<file path="config.mk">
export PLATFORM = sky130hd
export DESIGN_NAME = mc_control_fsm_flat
export DESIGN_NICKNAME = d
export VERILOG_FILES = /design/src/rtl/mc_control_fsm_if.sv /design/src/rtl/mc_control_fsm.sv /design/src/flat_wrapper.sv
export SDC_FILE = /design/constraint.sdc
export NUM_CORES = 1
export LEC_CHECK = 0
export ABC_AREA = 0
export BUFFER_PORTS_ARGS = -buffer_cell sky130_fd_sc_hd__buf_2
export CAP_MARGIN = 30
export CORE_MARGIN = 3
export CORE_UTILIZATION = 38
export DETAILED_ROUTE_END_ITERATION = 6
export GPL_TIMING_DRIVEN = 0
export PLACE_DENSITY = 0.71
export SETUP_SLACK_MARGIN = 0.05
export SKIP_LAST_GASP = 1
export SLEW_MARGIN = 40
export SYNTH_ARGS = -nofsm -noshare
export SYNTH_HDL_FRONTEND = slang
export SYNTH_SLANG_ARGS = --single-unit
</file>
<file path="constraint.sdc">
create_clock -name clk -period 1.3 [get_ports clk]
set_input_delay 0.195 -clock clk [delete_from_list [all_inputs] [get_ports clk]]
set_output_delay 0.195 -clock clk [all_outputs]
set_load 0.01 [all_outputs]
</file>
<file path="src/rtl/mc_control_fsm_if.sv">
// -----------------------------------------------------------------------------
// mc_control_fsm_if
// Bundles the decode inputs, ALU status and all control/status outputs of the
// multi-cycle MIPS-style control FSM.
//
// Signals
//   opcode   [5:0]  instruction[31:26] from the instruction register
//   funct    [5:0]  instruction[5:0]
//   flag            ALU zero flag
//   ALUSrcA         0 = PC, 1 = rego1
//   ALUSrcB  [1:0]  0 = rego2, 1 = const 4, 2 = sext imm, 3 = sext imm << 2
//   alu_op   [4:0]  ADD=0, SUB=1, AND=2, OR=3, SLT=4
//   ALURegWe        ALU result-latch enable
//   PCWrite, PCSource[1:0], IorD, MemRead, MemWrite, IRWrite,
//   MemtoReg, RegDst, RegWrite  datapath controls
//   state    [3:0]  current state code
//   illegal         one-cycle pulse on an unsupported opcode or funct
//
// Modports
//   master  the control FSM (consumes decode/status, drives controls)
//   slave   the datapath side (drives decode/status, consumes controls)
// -----------------------------------------------------------------------------
interface mc_control_fsm_if;
   logic [5:0] opcode;
   logic [5:0] funct;
   logic       flag;
   logic       ALUSrcA;
   logic [1:0] ALUSrcB;
   logic [4:0] alu_op;
   logic       ALURegWe;
   logic       PCWrite;
   logic [1:0] PCSource;
   logic       IorD;
   logic       MemRead;
   logic       MemWrite;
   logic       IRWrite;
   logic       MemtoReg;
   logic       RegDst;
   logic       RegWrite;
   logic [3:0] state;
   logic       illegal;

   modport master (
      input  opcode, funct, flag,
      output ALUSrcA, ALUSrcB, alu_op, ALURegWe, PCWrite, PCSource, IorD,
             MemRead, MemWrite, IRWrite, MemtoReg, RegDst, RegWrite, state, illegal
   );

   modport slave (
      output opcode, funct, flag,
      input  ALUSrcA, ALUSrcB, alu_op, ALURegWe, PCWrite, PCSource, IorD,
             MemRead, MemWrite, IRWrite, MemtoReg, RegDst, RegWrite, state, illegal
   );
endinterface

</file>
<file path="src/rtl/mc_control_fsm.sv">
// -----------------------------------------------------------------------------
// mc_control_fsm
// Control unit of a multi-cycle MIPS-style processor. Sequences lw, sw,
// R-type (add/sub/and/or/slt), beq, j and addi through a 12-state FSM. All
// outputs are combinational decodes of the state register and the inputs.
//
// Ports
//   clk    rising-edge clock
//   rst_n  asynchronous active-low reset
//   bus    mc_control_fsm_if.master (decode inputs, ALU flag, control outputs)
//
// Configuration
//   BNE_EN  when defined, opcode 0x05 (bne) is decoded to BRANCH and takes the
//           branch on ~flag; when undefined, 0x05 is an illegal opcode.
// -----------------------------------------------------------------------------
module mc_control_fsm (
   input  logic             clk,
   input  logic             rst_n,
   mc_control_fsm_if.master bus
);

   // Opcodes
   localparam logic [5:0] OpRtype = 6'h00;
   localparam logic [5:0] OpJ     = 6'h02;
   localparam logic [5:0] OpBeq   = 6'h04;
`ifdef BNE_EN
   localparam logic [5:0] OpBne   = 6'h05;
`endif
   localparam logic [5:0] OpAddi  = 6'h08;
   localparam logic [5:0] OpLw    = 6'h23;
   localparam logic [5:0] OpSw    = 6'h2B;

   // R-type funct codes
   localparam logic [5:0] FnAdd = 6'h20;
   localparam logic [5:0] FnSub = 6'h22;
   localparam logic [5:0] FnAnd = 6'h24;
   localparam logic [5:0] FnOr  = 6'h25;
   localparam logic [5:0] FnSlt = 6'h2A;

   // ALU operation encoding
   localparam logic [4:0] AluAdd = 5'h00;
   localparam logic [4:0] AluSub = 5'h01;
   localparam logic [4:0] AluAnd = 5'h02;
   localparam logic [4:0] AluOr  = 5'h03;
   localparam logic [4:0] AluSlt = 5'h04;

   typedef enum logic [3:0] {
      StFetch  = 4'd0,
      StDecode = 4'd1,
      StMemAdr = 4'd2,
      StMemRd  = 4'd3,
      StMemWb  = 4'd4,
      StMemWr  = 4'd5,
      StExec   = 4'd6,
      StRwb    = 4'd7,
      StBranch = 4'd8,
      StJump   = 4'd9,
      StIExec  = 4'd10,
      StIwb    = 4'd11
   } state_e;

   state_e     r_state;
   state_e     w_state_nxt;
   // Cleared by reset, set on the first clock edge after release; the first
   // FETCH cycle starts on that edge, and all controls stay low until then.
   logic       r_run;

   logic       w_alu_src_a;
   logic [1:0] w_alu_src_b;
   logic [4:0] w_alu_op;
   logic       w_alu_reg_we;
   logic       w_pc_write;
   logic [1:0] w_pc_source;
   logic       w_iord;
   logic       w_mem_read;
   logic       w_mem_write;
   logic       w_ir_write;
   logic       w_mem_to_reg;
   logic       w_reg_dst;
   logic       w_reg_write;
   logic       w_illegal;

   // ---------------------------------------------------------------------------
   // State register
   // ---------------------------------------------------------------------------
   always_ff @(posedge clk or negedge rst_n) begin
      if (!rst_n) begin
         r_state <= StFetch;
         r_run   <= 1'b0;
      end else begin
         r_state <= w_state_nxt;
         r_run   <= 1'b1;
      end
   end

   // ---------------------------------------------------------------------------
   // Next-state and output decode
   // ---------------------------------------------------------------------------
   always_comb begin
      w_state_nxt  = StFetch;
      w_alu_src_a  = 1'b0;
      w_alu_src_b  = 2'd0;
      w_alu_op     = AluAdd;
      w_alu_reg_we = 1'b0;
      w_pc_write   = 1'b0;
      w_pc_source  = 2'd0;
      w_iord       = 1'b0;
      w_mem_read   = 1'b0;
      w_mem_write  = 1'b0;
      w_ir_write   = 1'b0;
      w_mem_to_reg = 1'b0;
      w_reg_dst    = 1'b0;
      w_reg_write  = 1'b0;
      w_illegal    = 1'b0;

      case (r_state)
         StFetch: begin
            w_mem_read  = 1'b1;
            w_ir_write  = 1'b1;
            w_alu_src_b = 2'd1;
            w_pc_write  = 1'b1;
            w_state_nxt = StDecode;
         end

         StDecode: begin
            // Precompute PC + (imm << 2) so BRANCH can use the latched target.
            w_alu_src_b  = 2'd3;
            w_alu_reg_we = 1'b1;
            case (bus.opcode)
               OpLw, OpSw: w_state_nxt = StMemAdr;
               OpRtype:    w_state_nxt = StExec;
               OpBeq:      w_state_nxt = StBranch;
`ifdef BNE_EN
               OpBne:      w_state_nxt = StBranch;
`endif
               OpJ:        w_state_nxt = StJump;
               OpAddi:     w_state_nxt = StIExec;
               default: begin
                  w_illegal   = 1'b1;
                  w_state_nxt = StFetch;
               end
            endcase
         end

         StMemAdr: begin
            w_alu_src_a  = 1'b1;
            w_alu_src_b  = 2'd2;
            w_alu_reg_we = 1'b1;
            if (bus.opcode == OpLw) begin
               w_state_nxt = StMemRd;
            end else if (bus.opcode == OpSw) begin
               w_state_nxt = StMemWr;
            end else begin
               w_state_nxt = StFetch;
            end
         end

         StMemRd: begin
            w_mem_read  = 1'b1;
            w_iord      = 1'b1;
            w_state_nxt = StMemWb;
         end

         StMemWb: begin
            w_reg_write  = 1'b1;
            w_mem_to_reg = 1'b1;
            w_state_nxt  = StFetch;
         end

         StMemWr: begin
            w_mem_write = 1'b1;
            w_iord      = 1'b1;
            w_state_nxt = StFetch;
         end

         StExec: begin
            w_alu_src_a  = 1'b1;
            w_alu_reg_we = 1'b1;
            w_state_nxt  = StRwb;
            case (bus.funct)
               FnAdd: w_alu_op = AluAdd;
               FnSub: w_alu_op = AluSub;
               FnAnd: w_alu_op = AluAnd;
               FnOr:  w_alu_op = AluOr;
               FnSlt: w_alu_op = AluSlt;
               default: begin
                  // Skip RWB so nothing reaches the register file.
                  w_illegal   = 1'b1;
                  w_state_nxt = StFetch;
               end
            endcase
         end

         StRwb: begin
            w_reg_write = 1'b1;
            w_reg_dst   = 1'b1;
            w_state_nxt = StFetch;
         end

         StBranch: begin
            w_alu_src_a = 1'b1;
            w_alu_op    = AluSub;
            w_pc_source = 2'd1;
`ifdef BNE_EN
            w_pc_write  = (bus.opcode == OpBne) ? ~bus.flag : bus.flag;
`else
            w_pc_write  = bus.flag;
`endif
            w_state_nxt = StFetch;
         end

         StJump: begin
            w_pc_source = 2'd2;
            w_pc_write  = 1'b1;
            w_state_nxt = StFetch;
         end

         StIExec: begin
            w_alu_src_a  = 1'b1;
            w_alu_src_b  = 2'd2;
            w_alu_reg_we = 1'b1;
            w_state_nxt  = StIwb;
         end

         StIwb: begin
            w_reg_write = 1'b1;
            w_state_nxt = StFetch;
         end

         default: w_state_nxt = StFetch;
      endcase

      // Held in FETCH with every control low during reset and until the first
      // edge after release.
      if (!r_run) begin
         w_state_nxt  = StFetch;
         w_alu_src_a  = 1'b0;
         w_alu_src_b  = 2'd0;
         w_alu_op     = AluAdd;
         w_alu_reg_we = 1'b0;
         w_pc_write   = 1'b0;
         w_pc_source  = 2'd0;
         w_iord       = 1'b0;
         w_mem_read   = 1'b0;
         w_mem_write  = 1'b0;
         w_ir_write   = 1'b0;
         w_mem_to_reg = 1'b0;
         w_reg_dst    = 1'b0;
         w_reg_write  = 1'b0;
         w_illegal    = 1'b0;
      end
   end

   assign bus.ALUSrcA  = w_alu_src_a;
   assign bus.ALUSrcB  = w_alu_src_b;
   assign bus.alu_op   = w_alu_op;
   assign bus.ALURegWe = w_alu_reg_we;
   assign bus.PCWrite  = w_pc_write;
   assign bus.PCSource = w_pc_source;
   assign bus.IorD     = w_iord;
   assign bus.MemRead  = w_mem_read;
   assign bus.MemWrite = w_mem_write;
   assign bus.IRWrite  = w_ir_write;
   assign bus.MemtoReg = w_mem_to_reg;
   assign bus.RegDst   = w_reg_dst;
   assign bus.RegWrite = w_reg_write;
   assign bus.state    = r_state;
   assign bus.illegal  = w_illegal;

endmodule

</file>
<file path="src/flat_wrapper.sv">
// flat-port wrapper written by rule: the top's interface ports become plain ports
module mc_control_fsm_flat 
  (clk, rst_n, bus_opcode, bus_funct, bus_flag, bus_ALUSrcA, bus_ALUSrcB, bus_alu_op, bus_ALURegWe, bus_PCWrite, bus_PCSource, bus_IorD, bus_MemRead, bus_MemWrite, bus_IRWrite, bus_MemtoReg, bus_RegDst, bus_RegWrite, bus_state, bus_illegal);
  mc_control_fsm_if bus_i ();
  input  logic clk;
  input  logic rst_n;
  input wire logic [$bits(bus_i.opcode)-1:0] bus_opcode;
  input wire logic [$bits(bus_i.funct)-1:0] bus_funct;
  input wire logic [$bits(bus_i.flag)-1:0] bus_flag;
  output wire logic [$bits(bus_i.ALUSrcA)-1:0] bus_ALUSrcA;
  output wire logic [$bits(bus_i.ALUSrcB)-1:0] bus_ALUSrcB;
  output wire logic [$bits(bus_i.alu_op)-1:0] bus_alu_op;
  output wire logic [$bits(bus_i.ALURegWe)-1:0] bus_ALURegWe;
  output wire logic [$bits(bus_i.PCWrite)-1:0] bus_PCWrite;
  output wire logic [$bits(bus_i.PCSource)-1:0] bus_PCSource;
  output wire logic [$bits(bus_i.IorD)-1:0] bus_IorD;
  output wire logic [$bits(bus_i.MemRead)-1:0] bus_MemRead;
  output wire logic [$bits(bus_i.MemWrite)-1:0] bus_MemWrite;
  output wire logic [$bits(bus_i.IRWrite)-1:0] bus_IRWrite;
  output wire logic [$bits(bus_i.MemtoReg)-1:0] bus_MemtoReg;
  output wire logic [$bits(bus_i.RegDst)-1:0] bus_RegDst;
  output wire logic [$bits(bus_i.RegWrite)-1:0] bus_RegWrite;
  output wire logic [$bits(bus_i.state)-1:0] bus_state;
  output wire logic [$bits(bus_i.illegal)-1:0] bus_illegal;
  assign bus_i.opcode = bus_opcode;
  assign bus_i.funct = bus_funct;
  assign bus_i.flag = bus_flag;
  assign bus_ALUSrcA = bus_i.ALUSrcA;
  assign bus_ALUSrcB = bus_i.ALUSrcB;
  assign bus_alu_op = bus_i.alu_op;
  assign bus_ALURegWe = bus_i.ALURegWe;
  assign bus_PCWrite = bus_i.PCWrite;
  assign bus_PCSource = bus_i.PCSource;
  assign bus_IorD = bus_i.IorD;
  assign bus_MemRead = bus_i.MemRead;
  assign bus_MemWrite = bus_i.MemWrite;
  assign bus_IRWrite = bus_i.IRWrite;
  assign bus_MemtoReg = bus_i.MemtoReg;
  assign bus_RegDst = bus_i.RegDst;
  assign bus_RegWrite = bus_i.RegWrite;
  assign bus_state = bus_i.state;
  assign bus_illegal = bus_i.illegal;
  mc_control_fsm u_core (.clk(clk), .rst_n(rst_n), .bus(bus_i));
endmodule
</file>
Word-level counts from Yosys, hierarchy flattened --
Cells that the tools add are included. W data, S select, Z words.
Word-level totals: flip-flop bits (word level) 5
Operators by class: multiplexer cells 37, reduce and logical (&&, ||, !) cells 12, equality and inequality tests 21
Operators by type and width (number):
- $eq A6 B6 Y1 const B | 7
- $pmux W4 S6 | 1
- $mux W1 | 22
- $pmux W4 S5 | 1
- $eq A4 B3 Y1 const B | 4
- $eq A4 B4 Y1 const B | 4
- $pmux W3 S4 | 1
- $pmux W5 S2 | 1
- $reduce_or A2 Y1 | 5
- $eq A4 B2 Y1 const B | 2
- $mux W4 | 2
- $reduce_or A4 Y1 | 2
- $eq A6 B2 Y1 const B | 1
- $eq A6 B3 Y1 const B | 1
- $eq A6 B4 Y1 const B | 1
- $logic_not A6 Y1 | 1
- $mux W3 | 2
- $pmux W2 S3 | 1
- $reduce_or A6 Y1 | 1
- $mux W5 | 1
- $reduce_or A5 Y1 | 1
- $eq A4 B1 Y1 const B | 1
- $logic_not A4 Y1 | 1
- $mux W2 | 2
- 3 further kinds | 4

Logic depth before layout (Yosys ltp) --
word-level depth 5, depth in mapped cells 5

Least setup slack after synthesis --
OpenSTA, ideal clock, no wires.
kind reg-to-output, start reg u_core.r_state[2] (netlist: u_core.bus.state[2]), end out bus_PCWrite, arrival time 1.414 ns, path buffers 1, slack -0.309 ns, required time 1.105 ns, stages on the path, launching flop included 4, path through dfrtp_1 buf_2 nand2b_1 a2111oi_0
Between the ends: cells in the longest elaborated chain, start to end 4, elaborated cells between the ends (all ways) 6
RTL lines:
- from (decl) | line mc_control_fsm.sv:62 | state_e r_state;
- from (signal assigned) | line mc_control_fsm.sv:88 | r_state <= StFetch;
- from (signal assigned) | line mc_control_fsm.sv:91 | r_state <= w_state_nxt;
- $eq A4 B4 Y1 or $logic_not A4 Y1 (tied branches) | line mc_control_fsm.sv:116 | case (r_state)
- $reduce_or A2 Y1 (no line)
- $pmux W1 S2 * | line mc_control_fsm.sv:116
- $mux W1 * | line mc_control_fsm.sv:235 | if (!r_run) begin
- to (decl) | line flat_wrapper.sv:14 | output wire logic [$bits(bus_i.PCWrite)-1:0] bus_PCWrite;
Mark *: on every way between the ends. The rest lies on a longest branch, timed or not.

Worst setup path in the final report --
start reg u_core.r_state[1] (netlist: u_core.bus.state[1]), end out bus_alu_op[1]
Between the ends: cells in the longest elaborated chain, start to end 3, elaborated cells between the ends (all ways) 4
RTL lines:
- $eq A4 B4 Y1 or $eq A4 B3 Y1 (tied branches) | line mc_control_fsm.sv:116
- $pmux W5 S2 * | line mc_control_fsm.sv:116
- $mux W5 * | line mc_control_fsm.sv:235
- to (decl) | line flat_wrapper.sv:12 | output wire logic [$bits(bus_i.alu_op)-1:0] bus_alu_op;
Marks and branches as above.

==> results by group <==
Global route
  – GRT Total Usage: 23.4%
  – Initial antenna violation count: 0
  – Grt ovf: 0
  – Vias in the first global route: 891
  – Largest net degree at the start of global routing: 11
  – First-pass GRT wire length: 3.71 mm

Pwr
  – Sequential power share: 28.7%
  – Gate power share: 42.5%
  – Leak pwr: 0.590 nW
  – Switch Pwr: 0.196 mW
  – Switching Share: 33.1%
  – Cell Pwr Density: 453 nW/um^2
  – P_int: 0.397 mW
  – Clk pwr share: 28.7%
  – Largest vdd supply drop: 518 uV

Finish
  – Final net count: 178
  – Sequential Area: 128 um^2
  – Layout cells sized above 1: 60.5%
  – Antenna diode count: 0
  – Footprint of the multi-input gates: 641 um^2
  – Area grow syn2layout: 97.2%
  – # fillers: 95
  – Post-layout util: 82.9%

Detailed routing
  – Vias: 1062
  – Drt first pass iters: 4
  – Drc violations: 0
  – Iteration-0 DRC Markers: 50
  – Avg Vias per Cell: 5.97
  – Wire length per cell: 17.1 um
  – Final wirelength: 3.05 mm
  – DRT antenna net count: 0

Clock tree
  – CTS clk-pin slew, worst paths: 0.04 ns
  – CTS Buffer Depth: 2
  – Clock net sink count: 5
  – Insertion delay to the later sink of the worst-skew pair: 0.23 ns
  – Clock buffer count from CTS: 3
  – H-Tree Depth: 1
  – Clock root buffer: clkbuf_4
  – CTS tree: yes

Die
  – Die ar.: 2280 um^2
  – Die W: 47.8 um
  – IO Pins: 39
  – Initial Utilization: 42.1%
  – # rows: 14
  – Core Area: 1580 um^2
  – Die Ht: 47.8 um

Yosys
  – EDFF count, synth: 0
  – Sequential fraction of the synthesis area: 18.9%
  – Main synth FF type: dfrtp_1
  – Syn Std Cell Area: 663 um^2
  – Synth unique cells: 34
  – Syn Area/Cell: 6.57 um^2
  – Post-Syn Instances: 101
  – Yosys Warn Count: 0
  – Top post-synthesis cells by area: dfrtp_1 (19%), nor2_1 (8.5%), nand2_1 (6.8%), nor3_1 (5.3%), nand2b_1 (4.7%)
  – Ys async rst share: 100%
  – Yosys reg bits: 5
  – Synth top area share: 18.9%
  – Cell taking the most area after synthesis: dfrtp_1

Critical path
  – Worst Setup EP: bus_alu_op[1]
  – Reg-to-Reg Start: u_core.bus.state[1]$_DFF_PN0_
  – Reg2reg setup slack: -0.31 ns
  – Crit. End Element: primary output
  – Worst setup SP type: register
  – Worst r2r path cells: 8
  – Data arrival time of the worst path: 1.53 ns
  – R2R Path End: u_core.bus.state[0]$_DFF_PN0_
  – Critical path peak fanout: 8
  – Crit path launch: u_core.bus.state[1]$_DFF_PN0_
  – Required time worst endpoint: 1.11 ns
  – Setup CP Type: register to primary output

Placed design
  – Buffers on Ports: 35
  – Dpl hpwl: 1.65 mm
  – GPL Wtd Cong: 0.792

Timing
  – Fin crit share: 133%
  – Final setup vio count: 21
  – Final worst setup slack: -0.430 ns
  – Worst-Margin Slew: 0.565 ns
  – Final Hold Viols: 0
  – Slew headroom: 62.1%
  – Hold slack: 0.299 ns
  – Minimum clock period: 1.73 ns
  – Worst Clk Skew: 0.00161 ns
  – RSZ-0062 raised after global routing: yes
  – FMAX: 578 MHz
  – Max Slew Vio Count: 0

Run status
  – Failing checks: negative setup slack
  – Run status: finished with violations

Worst hold path
  – Worst hold path class: primary input to asynchronous set/reset pin

Job
  – Max-cap viol count: 0
routing by layer:
layer  routed length (um)  vias up  global-route usage (%)
li1                     -      476                       -
met1                 1070      497                    25.1
met2                 1600       70                    40.6
met3                  282       19                    4.51
met4                   99        0                    16.1
met5                    0        -                       0
cells by family after synthesis:
logic type	Yosys count	synth area share [%]
AND/OR/NAND/NOR	58	44.7
AO/OA/AOI/OAI	22	23.6
buffers and inverters	12	9.06
flip-flops	5	18.9
XOR/XNOR	2	2.64
other	2	1.13
synth_stat cells (2+ instances only):
master,count
nand2b_1,5
buf_4,3
o21a_1,3
o21ai_0,3
o22ai_1,2
nor2_1,15
conb_1,2
nor2b_1,5
nand3_1,2
buf_2,3
o32ai_1,2
nand2_1,12
nor3_1,7
clkbuf_1,3
inv_1,3
or3_1,2
a21oi_1,6
dfrtp_1,5
nand4_1,3
cell usage in the layout (no fill, tap or decap), drive strengths merged, types with 2 or more instances in the layout:
cell     count
a21oi        6
nand2b       5
o32ai        2
o21a         3
or3          3
nand4        3
o21ai        3
nor2        15
nand2       12
a2111oi      2
clkbuf       7
conb         3
nand3        3
inv          3
nor3         7
dfrtp        5
buf         61
nor2b        5
o22ai        2
layout make-up:
cell class	count	share of cell area, %
clock buffer	4	2.01
buffer	9	7.85
inverter	3	1.44
tap	16	1.53
multi-input combinational	85	49.0
timing repair buffer	56	28.4
sequential	5	9.76
through the flow:
stage	worst slack [ns]	instances	TNS, ns	power [mW]	cell area, um^2
after global routing	-0.550	178	-7.76	0.636	1310
after detailed placement	-0.354	153	-2.44	0.342	922
final	-0.430	178	-6.13	0.593	1310
after CTS	-0.429	170	-5.75	0.558	1170
after global placement	-0.339	153	-2.21	0.337	922
after floorplan	-0.137	102	-0.663	0.273	727
worst min-delay path by stage:
| stage | to | slack, ns | startpoint |
|---|---|---|---|
| after CTS | u_core.bus.state[2]$_DFF_PN0_ | 0.29 | rst_n |
| final | u_core.bus.state[2]$_DFF_PN0_ | 0.30 | rst_n |
| after detailed placement | u_core.bus.state[2]$_DFF_PN0_ | 0.01 | rst_n |
| after global placement | u_core.bus.state[2]$_DFF_PN0_ | 0.009 | rst_n |
| after global routing | u_core.bus.state[3]$_DFF_PN0_ | 0.30 | rst_n |
| after floorplan | u_core.bus.state[0]$_DFF_PN0_ | -0.10 | rst_n |
critical path, stage by stage, from the launching register on:
cell	delay, ns
dfrtp_1	0.40
nor2b_4	0.18
buf_6	0.13
nand4_1	0.13
buf_4	0.18
nor3b_2	0.14
buf_2	0.15
power groups by stage:
stage,clock (mW),combinational [mW],sequential [mW]
floorplan,0,0.104,0.169
global placement,0,0.169,0.168
detailed placement,0,0.174,0.168
CTS,0.183,0.209,0.166
global route,0.196,0.269,0.171
finish,0.170,0.252,0.170
state kept, by name, summed over array words and instances, names as in the netlist:
signal and count:
u_core.r_run 1, u_core.bus.state 4
what timing repair did:
item,4_1_cts,5_1_grt
hold buffers,1,0
buffers inserted,12,9
endpoints found under the hold margin,5,0
pin swaps,9,12
endpoints found under the setup margin,20,22
cloned,0,1
resized for setup,27,24
Power figures use the tool's default switching activity.
